[src/rtl/pipe_hazard_ctrl_if.sv]
// Hazard controller bundle: ID/EX/MEM hazard inputs toward the controller,
// forwarding selects, pipeline enables and debug state back to the pipeline.
interface pipe_hazard_ctrl_if;
  localparam int unsigned REG_W = 5;

  logic [REG_W-1:0] drs;
  logic [REG_W-1:0] drt;
  logic             d_use_rs;
  logic             d_use_rt;
  logic [REG_W-1:0] ern;
  logic             ewreg;
  logic             em2reg;
  logic [REG_W-1:0] mrn;
  logic             mwreg;
  logic             mm2reg;
  logic [1:0]       pcsource;
  logic             io_req;
  logic             io_ready;

  logic [1:0]       fw_a;
  logic [1:0]       fw_b;
  logic             wpcir;
  logic             ifid_flush;
  logic             idex_bubble;
  logic             exmem_en;
  logic             memwb_en;
  logic             io_err;
  logic [1:0]       fsm_state;

  // Pipeline side
  modport master (
    output drs, drt, d_use_rs, d_use_rt, ern, ewreg, em2reg, mrn, mwreg, mm2reg,
           pcsource, io_req, io_ready,
    input  fw_a, fw_b, wpcir, ifid_flush, idex_bubble, exmem_en, memwb_en, io_err,
           fsm_state
  );

  // Hazard controller side
  modport slave (
    input  drs, drt, d_use_rs, d_use_rt, ern, ewreg, em2reg, mrn, mwreg, mm2reg,
           pcsource, io_req, io_ready,
    output fw_a, fw_b, wpcir, ifid_flush, idex_bubble, exmem_en, memwb_en, io_err,
           fsm_state
  );
endinterface

[src/rtl/pipe_hazard_ctrl.sv]
// Hazard/stall sequencer for the 5-stage CPU: forwarding, load-use stall, branch flush
// and IO freeze with timeout. Optional event counters via `define HAZ_STATS_EN.
module pipe_hazard_ctrl #(
  parameter int unsigned IO_TIMEOUT = 255,
  parameter int unsigned TO_W       = 16
) (
  input  logic                clock,
  input  logic                resetn,
  pipe_hazard_ctrl_if.slave   hz
`ifdef HAZ_STATS_EN
  ,
  output logic [31:0]         stall_cnt,
  output logic [31:0]         flush_cnt,
  output logic [31:0]         iowait_cnt
`endif
);

  localparam int unsigned CNT_W = 32;

  typedef enum logic [1:0] {
    ST_RUN     = 2'b00,
    ST_IO_WAIT = 2'b01,
    ST_IO_DONE = 2'b10
  } state_e;

  state_e          state_q;
  logic [TO_W-1:0] cnt_q;

  logic       ldstall;
  logic       frozen;
  logic       timeout;
  logic [1:0] fw_a;
  logic [1:0] fw_b;
  logic       wpcir;
  logic       ifid_flush;
  logic       idex_bubble;
  logic       pipe_en;

  // Forwarding: EX ALU result is youngest; EX loads fall through to the MEM check
  always_comb begin
    fw_a = 2'b00;
    if (hz.d_use_rs && (hz.drs != 5'd0)) begin
      if (hz.ewreg && (hz.ern == hz.drs) && !hz.em2reg) fw_a = 2'b01;
      else if (hz.mwreg && (hz.mrn == hz.drs))        fw_a = hz.mm2reg ? 2'b11 : 2'b10;
    end
    fw_b = 2'b00;
    if (hz.d_use_rt && (hz.drt != 5'd0)) begin
      if (hz.ewreg && (hz.ern == hz.drt) && !hz.em2reg) fw_b = 2'b01;
      else if (hz.mwreg && (hz.mrn == hz.drt))        fw_b = hz.mm2reg ? 2'b11 : 2'b10;
    end
  end

  assign ldstall = hz.ewreg && hz.em2reg && (hz.ern != 5'd0) &&
                   ((hz.d_use_rs && (hz.ern == hz.drs)) ||
                    (hz.d_use_rt && (hz.ern == hz.drt)));

  // IO_DONE deliberately ignores io_req: the access completes there
  assign frozen  = ((state_q == ST_RUN) && hz.io_req && !hz.io_ready) ||
                   (state_q == ST_IO_WAIT);
  assign timeout = (state_q == ST_IO_WAIT) && !hz.io_ready &&
                   (cnt_q == TO_W'(IO_TIMEOUT - 1));

  // Pipeline control; everything held off while reset is asserted
  always_comb begin
    wpcir       = 1'b0;
    ifid_flush  = 1'b0;
    idex_bubble = 1'b0;
    pipe_en     = 1'b0;
    if (resetn && !frozen) begin
      pipe_en = 1'b1;
      if (ldstall) begin
        idex_bubble = 1'b1;
      end else begin
        wpcir      = 1'b1;
        ifid_flush = (hz.pcsource != 2'b00);
      end
    end
  end

  always_ff @(posedge clock or negedge resetn) begin
    if (!resetn) begin
      state_q <= ST_RUN;
      cnt_q   <= '0;
    end else begin
      case (state_q)
        ST_RUN: begin
          cnt_q <= '0;
          if (hz.io_req && !hz.io_ready) state_q <= ST_IO_WAIT;
        end
        ST_IO_WAIT: begin
          if (cnt_q != TO_W'(IO_TIMEOUT)) cnt_q <= cnt_q + TO_W'(1);
          if (hz.io_ready || timeout) state_q <= ST_IO_DONE;
        end
        ST_IO_DONE: begin
          cnt_q   <= '0;
          state_q <= ST_RUN;
        end
        default: begin
          cnt_q   <= '0;
          state_q <= ST_RUN;
        end
      endcase
    end
  end

  assign hz.fw_a        = fw_a;
  assign hz.fw_b        = fw_b;
  assign hz.wpcir       = wpcir;
  assign hz.ifid_flush  = ifid_flush;
  assign hz.idex_bubble = idex_bubble;
  assign hz.exmem_en    = pipe_en;
  assign hz.memwb_en    = pipe_en;
  assign hz.io_err      = resetn && timeout;
  assign hz.fsm_state   = state_q;

`ifdef HAZ_STATS_EN
  logic [CNT_W-1:0] stall_cnt_q;
  logic [CNT_W-1:0] flush_cnt_q;
  logic [CNT_W-1:0] iowait_cnt_q;

  // Free-running event counters, wrap at 2^32
  always_ff @(posedge clock or negedge resetn) begin
    if (!resetn) begin
      stall_cnt_q  <= '0;
      flush_cnt_q  <= '0;
      iowait_cnt_q <= '0;
    end else begin
      if (idex_bubble) stall_cnt_q  <= stall_cnt_q  + CNT_W'(1);
      if (ifid_flush)  flush_cnt_q  <= flush_cnt_q  + CNT_W'(1);
      if (frozen)      iowait_cnt_q <= iowait_cnt_q + CNT_W'(1);
    end
  end

  assign stall_cnt  = stall_cnt_q;
  assign flush_cnt  = flush_cnt_q;
  assign iowait_cnt = iowait_cnt_q;
`endif

endmodule

[src/flat_wrapper.sv]
// flat-port wrapper written by rule: the top's interface ports become plain ports
module pipe_hazard_ctrl_flat 
#(
  parameter int unsigned IO_TIMEOUT = 255,
  parameter int unsigned TO_W       = 16
)
  (clock, resetn, hz_drs, hz_drt, hz_d_use_rs, hz_d_use_rt, hz_ern, hz_ewreg, hz_em2reg, hz_mrn, hz_mwreg, hz_mm2reg, hz_pcsource, hz_io_req, hz_io_ready, hz_fw_a, hz_fw_b, hz_wpcir, hz_ifid_flush, hz_idex_bubble, hz_exmem_en, hz_memwb_en, hz_io_err, hz_fsm_state);
  pipe_hazard_ctrl_if hz_i ();
  input  logic clock;
  input  logic resetn;
  input wire logic [$bits(hz_i.drs)-1:0] hz_drs;
  input wire logic [$bits(hz_i.drt)-1:0] hz_drt;
  input wire logic [$bits(hz_i.d_use_rs)-1:0] hz_d_use_rs;
  input wire logic [$bits(hz_i.d_use_rt)-1:0] hz_d_use_rt;
  input wire logic [$bits(hz_i.ern)-1:0] hz_ern;
  input wire logic [$bits(hz_i.ewreg)-1:0] hz_ewreg;
  input wire logic [$bits(hz_i.em2reg)-1:0] hz_em2reg;
  input wire logic [$bits(hz_i.mrn)-1:0] hz_mrn;
  input wire logic [$bits(hz_i.mwreg)-1:0] hz_mwreg;
  input wire logic [$bits(hz_i.mm2reg)-1:0] hz_mm2reg;
  input wire logic [$bits(hz_i.pcsource)-1:0] hz_pcsource;
  input wire logic [$bits(hz_i.io_req)-1:0] hz_io_req;
  input wire logic [$bits(hz_i.io_ready)-1:0] hz_io_ready;
  output wire logic [$bits(hz_i.fw_a)-1:0] hz_fw_a;
  output wire logic [$bits(hz_i.fw_b)-1:0] hz_fw_b;
  output wire logic [$bits(hz_i.wpcir)-1:0] hz_wpcir;
  output wire logic [$bits(hz_i.ifid_flush)-1:0] hz_ifid_flush;
  output wire logic [$bits(hz_i.idex_bubble)-1:0] hz_idex_bubble;
  output wire logic [$bits(hz_i.exmem_en)-1:0] hz_exmem_en;
  output wire logic [$bits(hz_i.memwb_en)-1:0] hz_memwb_en;
  output wire logic [$bits(hz_i.io_err)-1:0] hz_io_err;
  output wire logic [$bits(hz_i.fsm_state)-1:0] hz_fsm_state;
  assign hz_i.drs = hz_drs;
  assign hz_i.drt = hz_drt;
  assign hz_i.d_use_rs = hz_d_use_rs;
  assign hz_i.d_use_rt = hz_d_use_rt;
  assign hz_i.ern = hz_ern;
  assign hz_i.ewreg = hz_ewreg;
  assign hz_i.em2reg = hz_em2reg;
  assign hz_i.mrn = hz_mrn;
  assign hz_i.mwreg = hz_mwreg;
  assign hz_i.mm2reg = hz_mm2reg;
  assign hz_i.pcsource = hz_pcsource;
  assign hz_i.io_req = hz_io_req;
  assign hz_i.io_ready = hz_io_ready;
  assign hz_fw_a = hz_i.fw_a;
  assign hz_fw_b = hz_i.fw_b;
  assign hz_wpcir = hz_i.wpcir;
  assign hz_ifid_flush = hz_i.ifid_flush;
  assign hz_idex_bubble = hz_i.idex_bubble;
  assign hz_exmem_en = hz_i.exmem_en;
  assign hz_memwb_en = hz_i.memwb_en;
  assign hz_io_err = hz_i.io_err;
  assign hz_fsm_state = hz_i.fsm_state;
  pipe_hazard_ctrl #(.IO_TIMEOUT(IO_TIMEOUT), .TO_W(TO_W)) u_core (.clock(clock), .resetn(resetn), .hz(hz_i));
endmodule
[config.mk]
export PLATFORM = sky130hd
export DESIGN_NAME = pipe_hazard_ctrl_flat
export DESIGN_NICKNAME = d
export VERILOG_FILES = /design/src/rtl/pipe_hazard_ctrl_if.sv /design/src/rtl/pipe_hazard_ctrl.sv /design/src/flat_wrapper.sv
export SDC_FILE = /design/constraint.sdc
export NUM_CORES = 1
export LEC_CHECK = 0
export CELL_PAD_IN_SITES_DETAIL_PLACEMENT = 0
export CELL_PAD_IN_SITES_GLOBAL_PLACEMENT = 1
export CORE_UTILIZATION = 37
export CTS_CLUSTER_DIAMETER = 60
export CTS_CLUSTER_SIZE = 20
export DETAILED_ROUTE_END_ITERATION = 6
export PLACE_DENSITY_LB_ADDON = 0.1
export SYNTH_ARGS = -nofsm -noshare
export SYNTH_HDL_FRONTEND = slang
export SYNTH_SLANG_ARGS = --single-unit
export TNS_END_PERCENT = 50
[constraint.sdc]
create_clock -name clock -period 4.8 [get_ports clock]
set_input_delay 0.48 -clock clock [delete_from_list [all_inputs] [get_ports clock]]
set_output_delay 0.48 -clock clock [all_outputs]
set_load 0.02 [all_outputs]
==> qor.csv <==
stage,metric,value,unit
finish,ANT cells,0,
floorplanning,die width,63.3,um
finish,layout cells sized above 1,0.0564,
power_and_ir_drop,P_sw,94.9,uW
power_and_ir_drop,Max VDD drop,0.139,mV
setup_path,cell mode on critical path,clkdlybuf4s50_1,
floorplanning,I/O pins,44,
cts,Clock Sink Count,18,
sta,max-slew violations,0,
detailed_routing,remaining antenna violation count after routing,0,
synthesis,synthesized flop and latch total,18,
sta,Rel. slew slack,0.565,
finish,Area Overhead vs Synth,35.5,%
floorplanning,Die Height,63.3,um
global_route,initial antenna violation count,0,
cts,root buffer cell,clkbuf_8,
synthesis,Post-Synthesis Cells,153,
cts,post-CTS sizing,0,
setup_path,Critical Setup Path Class,input port to primary output,
synthesis,sequential area share after synthesis,0.324,
sta,setup TNS,0,ns
placement,detailed placement HPWL,2740,um
synthesis,Async SR Flop Fraction,1.00,
sta,Final setup viols,0,
global_route,number of global-route vias before repair,1305,
global_route,Overflow after GRT,0,
placement,RePlAce Congestion,0.848,
power_and_ir_drop,Pleak,0.000714,uW
cts,postcts setup bufs,0,
sta,Final Hold Vio Count,0,
floorplanning,site row count,21,
sta,fmax,0.309,GHz
sta,Slew @ Worst Pin,0.652,ns
power_and_ir_drop,Gate power share,0.231,
detailed_routing,final wirelength,3570,um
cts,Worst-path clk slew,0.07,ns
global_route,gr usage total,0.199,
synthesis,Post-Syn Nets,187,
detailed_routing,DRC,0,
power_and_ir_drop,Internal,272,uW
synthesis,Synth cell types,42,
sta,Hold Slack,0.512,ns
cts,total CTS buffers,3,
finish,Layout Cells excl Fill,241,
power_and_ir_drop,Net Sw Frac,0.259,
flow_run,Max Cap Viol,0,
cts,worst skew pair latency,0.25,ns
synthesis,Synth Warn #,0,
setup_path,CP max FO,3,
floorplanning,Die Area,4000,um2
run_status,status,completed,
synthesis,Post-synth EDFFs,0,
setup_path,crit path max-delay cell type,clkdlybuf4s50_1,
power_and_ir_drop,clock power share,0.340,
sta,unrepaired setup endpoints after global routing,false,
detailed_routing,DR iter-0 viols,75,
floorplanning,core area,3470,um2
global_route,largest net degree at the start of global routing,21,
sta,minimum clock period,3.23,ns
setup_path,flop-to-flop setup slack,2.99,ns
floorplanning,Starting Density,0.400,
global_route,first-pass GRT wire length,6370,um
worst_hold_path,HP Class,register to register,
cts,# hold bufs at CTS,0,
placement,placed cell count,237,
synthesis,Post-Syn Area,1390,um2
placement,IO Port Bufs,43,
setup_path,crit end category,primary output,
detailed_routing,via count,1288,
detailed_routing,TritonRoute pass-1 iters,4,
setup_path,WP data arrival,2.75,ns
setup_path,Worst EP required,4.32,ns
power_and_ir_drop,Pwr Total,367,uW
sta,setup ws final,1.57,ns
synthesis,Avg Inst Size Synth,9.08,um2
synthesis,commonest register cell after synthesis,dfrtp_1,
detailed_routing,via density per instance,5.34,
cts,H-Tree Depth,1,
sta,period utilization,0.673,
detailed_routing,routed len/inst,14.8,um
power_and_ir_drop,register share of total power,0.429,
placement,pre-CTS setup slack,1.63,ns
power_and_ir_drop,P per Cell Area,195,nW/um2
cts,CTS tree,built,
setup_path,worst path cell trace,"clkdlybuf4s50_1, xor2_1, nor4_1, nor3b_1, o21ba_2, clkdlybuf4s50_1",
setup_path,Critical Path Max Stage Delay,0.59,ns
setup_path,CP startpoint kind,input port,
sta,final clock skew,0.00250,ns
cts,clk buf depth,2,
finish,Final #Nets,230,
[cells in the mapped netlist, drive strengths merged (3+ instances only)]
cell type	number	area share
nand2	6	0.016
nor2	12	0.032
a2111oi	3	0.023
and4	6	0.040
xnor2	5	0.032
dfrtp	18	0.32
buf	4	0.036
o21ai	7	0.025
a21oi	4	0.014
or4	6	0.032
nor2b	4	0.018
inv	5	0.014
nand3	9	0.032
nand4	6	0.027
nor4	6	0.036
a31oi	3	0.014
xor2	20	0.13
[layout by cell type, fill, tap and decap left out, types with 3 or more instances in the layout]
master,instances
nand2_1,6
a21oi_1,4
clkdlybuf4s50_1,43
xor2_1,20
clkbuf_8,4
or4_1,6
xnor2_1,5
nand4_1,6
inv_1,5
nand3_1,9
o21ai_0,6
dfrtp_1,18
nor2_1,12
and4_1,5
a31oi_1,3
nor2b_1,4
nor4_1,4
[cell families after synthesis]
logic type	Yosys count	share of synthesized area
and+or+nand+nor	68	0.302
AOI/OAI and AO/OA	29	0.143
xor gates and xnor gates	25	0.158
DFF	18	0.324
buffers and inverters	11	0.0550
adders and majority gates	2	0.0180
[flip-flops by register name, summed over array words and instances, names as in the netlist]
register	count
u_core.hz.fsm_state	2
u_core.cnt_q	16
[path summary, 6_finish.rpt]
| check | startpoint | cells after the start | to |
|---|---|---|---|
| worst max-delay path | hz_ern[3] | 6 | hz_idex_bubble |
| worst min-delay path | u_core.cnt_q[7] | 1 | u_core.cnt_q[7] |
| worst max register to register | u_core.cnt_q[0] | 5 | u_core.cnt_q[5] |
| worst min register to register | u_core.cnt_q[7] | 1 | u_core.cnt_q[7] |
| max in group asynchronous | resetn | 2 | u_core.cnt_q[5] |
| min in group asynchronous | resetn | 2 | u_core.cnt_q[2] |
[power by group through the flow]
stage               sequential (uW)  combinational, uW  clock [uW]
floorplan                       161               33.3           0
global placement                160               83.4           0
detailed placement              160               84.2           0
CTS                             157               84.9         128
global route                    158               92.4         133
finish                          157               84.8         125
[area by class of cell]
type,count,area [um2]
Sequential cell,18,450
Tap cell,46,57.6
Timing Repair Buffer,44,438
Inverter,5,18.8
Fill cell,316,1590
Clock buffer,4,55.1
Multi-Input combinational cell,124,862
[critical path: cells and delay by family]
| kind | cells | cell delay [ns] |
|---|---|---|
| AOI/OAI and AO/OA | 1 | 0.20 |
| and+or+nand+nor | 2 | 0.79 |
| buffers and inverters | 2 | 1.09 |
| xor gates and xnor gates | 1 | 0.20 |
[routing by layer]
metal  global-route usage  up-vias  routed length, um  share of wire
met5                    0        -                  0              0
met4               0.0540        0                  5         0.0014
met3               0.0453        2                190          0.053
met2                0.286       36               1530           0.43
met1                0.293      597               1840           0.52
li1                     -      653                  -              -
[through the flow]
step / util / cell area (um2)
3_5_place_dp: 0.527 / 1830
5_1_grt: 0.543 / 1880
2_1_floorplan: - / 1390
4_1_cts: 0.543 / 1880
6_report: 0.543 / 1880
3_3_place_gp: 0.527 / 1830
Note: power is estimated with default switching activity, not from simulation.
==> variant, RTL diff (same flow settings) <==
`IO_TIMEOUT` is set to 255 in 2 places; all go to 191.
--- a/src/rtl/pipe_hazard_ctrl.sv
+++ b/src/rtl/pipe_hazard_ctrl.sv
@@ -1,7 +1,7 @@
 // Hazard/stall sequencer for the 5-stage CPU: forwarding, load-use stall, branch flush
 // and IO freeze with timeout. Optional event counters via `define HAZ_STATS_EN.
 module pipe_hazard_ctrl #(
-  parameter int unsigned IO_TIMEOUT = 255,
+  parameter int unsigned IO_TIMEOUT = 191,
   parameter int unsigned TO_W       = 16
 ) (
   input  logic                clock,
--- a/src/flat_wrapper.sv
+++ b/src/flat_wrapper.sv
@@ -1,7 +1,7 @@
 // flat-port wrapper written by rule: the top's interface ports become plain ports
 module pipe_hazard_ctrl_flat 
 #(
-  parameter int unsigned IO_TIMEOUT = 255,
+  parameter int unsigned IO_TIMEOUT = 191,
   parameter int unsigned TO_W       = 16
 )
   (clock, resetn, hz_drs, hz_drt, hz_d_use_rs, hz_d_use_rt, hz_ern, hz_ewreg, hz_em2reg, hz_mrn, hz_mwreg, hz_mm2reg, hz_pcsource, hz_io_req, hz_io_ready, hz_fw_a, hz_fw_b, hz_wpcir, hz_ifid_flush, hz_idex_bubble, hz_exmem_en, hz_memwb_en, hz_io_err, hz_fsm_state);
Check against the original RTL: no difference found for any inputs over 10 cycles, from zero or initial values and one cycle with resetn low; that may be too few to reach the edited logic, so the function may still have changed.
==> variant against the original RTL <==
Via count is 1.2% higher; area after synthesis is 3.7% lower; hold slack worse by 2.8 ps; power is 8.1% lower; largest cell class unchanged; first-iteration DRC count is 16% lower; register-to-register slack hardly changed; setup slack better by 160 ps; sequential cell count stayed put; die area is 3.6% lower; wire length is 4.4% lower; design area is 1.7% lower.
==> variant: results (changes against the original RTL) <==
metric,value,unit,change
clock group share of total power,27.2,%,-6.8 points
Worst R2R Start,u_core.cnt_q[1]$_DFFE_PN0P_,,
status,completed,,
top post-synthesis cells by count,"25 x xnor2_1, 18 x dfrtp_1, 12 x nor2_1, 10 x nand2_1",,
min-delay worst type,input pin to asynchronous set/reset pin,,
clock-pin slew on the worst setup and hold paths,100,ps,+30 ps
Total Routing Usage GR,19.6,%,-0.26 points
fin nets,233,,+1.3%
grt met1 use,25.2,%,-4.1 points
Ys Warns,0,,unchanged
GPL Wtd Cong,0.877,,+3.5%
flop-to-flop setup slack,3000,ps,about the same
Worst-Margin Slew,600,ps,-51.6 ps
CTS H-tree depth,1,,unchanged
initial antenna violation count,0,,unchanged
post-synthesis xor/xnor area fraction,17.7,%,+1.9 points
Root Driver,clkbuf_4,,
mux contribution to synthesized area,0.748,%,+0.75 points
fraction of registers with async set/reset,100,%,unchanged
placed wire-length estimate,2680,µm,-2.4%
met3 GRT Util,3.86,%,-0.67 points
post-synthesis sequential area ratio,33.7,%,+1.2 points
crit path from,hz_drt[1],,
power density over the cells,182,nW/µm²,-6.5%
RR Endpoint,u_core.cnt_q[14]$_DFFE_PN0P_,,
synth unique cells,38,,-9.5%
first-pass GRT wire length,6080,µm,-4.6%
clk_lat worst skew,290,ps,+40 ps
wire length on met3,149,µm,-22%
DR WL met2,1610,µm,+5.3%
DR top layer,met4,,
post-synthesis adder-cell area fraction,1.87,%,+0.069 points
Worst EP arrival,2600,ps,-150 ps
Pleak,0.000675,µW,-5.5%
WL met1,1630,µm,-11%
Net Sw Power,89.2,µW,-6.0%
share of layout cells above drive strength 1,4.55,%,-1.1 points
vias,1304,,+1.2%
Clock Skews,1.45,ps,-1.05 ps
Post-CTS Setup Inserts,0,,unchanged
Worst VDD drop,0.122,mV,-12%
GR peak layer,met2,,
CTS resizes,0,,unchanged
Synth Area in Compound Gates,14.0,%,-0.29 points
DR iter-0 viols,63,,-16%
Comb pwr share,26.1,%,+3.0 points
met2 Use GR,32.6,%,+3.9 points
critical path endpoint,hz_fw_b[0],,
Synth area leaders,"dfrtp_1 34%, xnor2_1 16%, nor2_1 3.4%",,
post-synth net total,188,,+0.53%
Total Wirelength,3420,µm,-4.4%
max reg flops,16,,unchanged
Setup Crit Path Kind,input pin to output pin,,
## variant: cell families after synthesis
group | Yosys count
AND/OR/NAND/NOR | 68
AO/OA/AOI/OAI | 29
XOR/XNOR | 27
flip-flops | 18
buffers and inverters | 9
adder cells (fa/ha/maj) | 2
multiplexers | 1
## variant: layout make-up
class / instances / area (µm²)
Multi-Input combinational cell: 127 / 848
Tap cell: 46 / 57.6
Sequential cell: 18 / 450
Timing Repair Buffer: 44 / 438
Fill cell: 296 / 1540
Clock buffer: 4 / 36.3
Inverter: 5 / 18.8
## variant: critical path, cell delays in order
cell and delay, ps:
clkdlybuf4s50_1 470, or4_1 550, o21ai_0 230, nor3_1 120
a32o_1 210, clkdlybuf4s50_1 540
## variant: metrics by stage
step	hold WS [ps]	setup WS, ps	std cells	cell area, µm²	utilization, %
floorplan	184	2590	154	1340	-
global placement	489	1770	240	1810	53.5
detailed placement	507	1720	240	1810	53.5
CTS	505	1710	244	1850	54.6
global route	513	1550	244	1850	54.6
finish	509	1720	244	1850	54.6
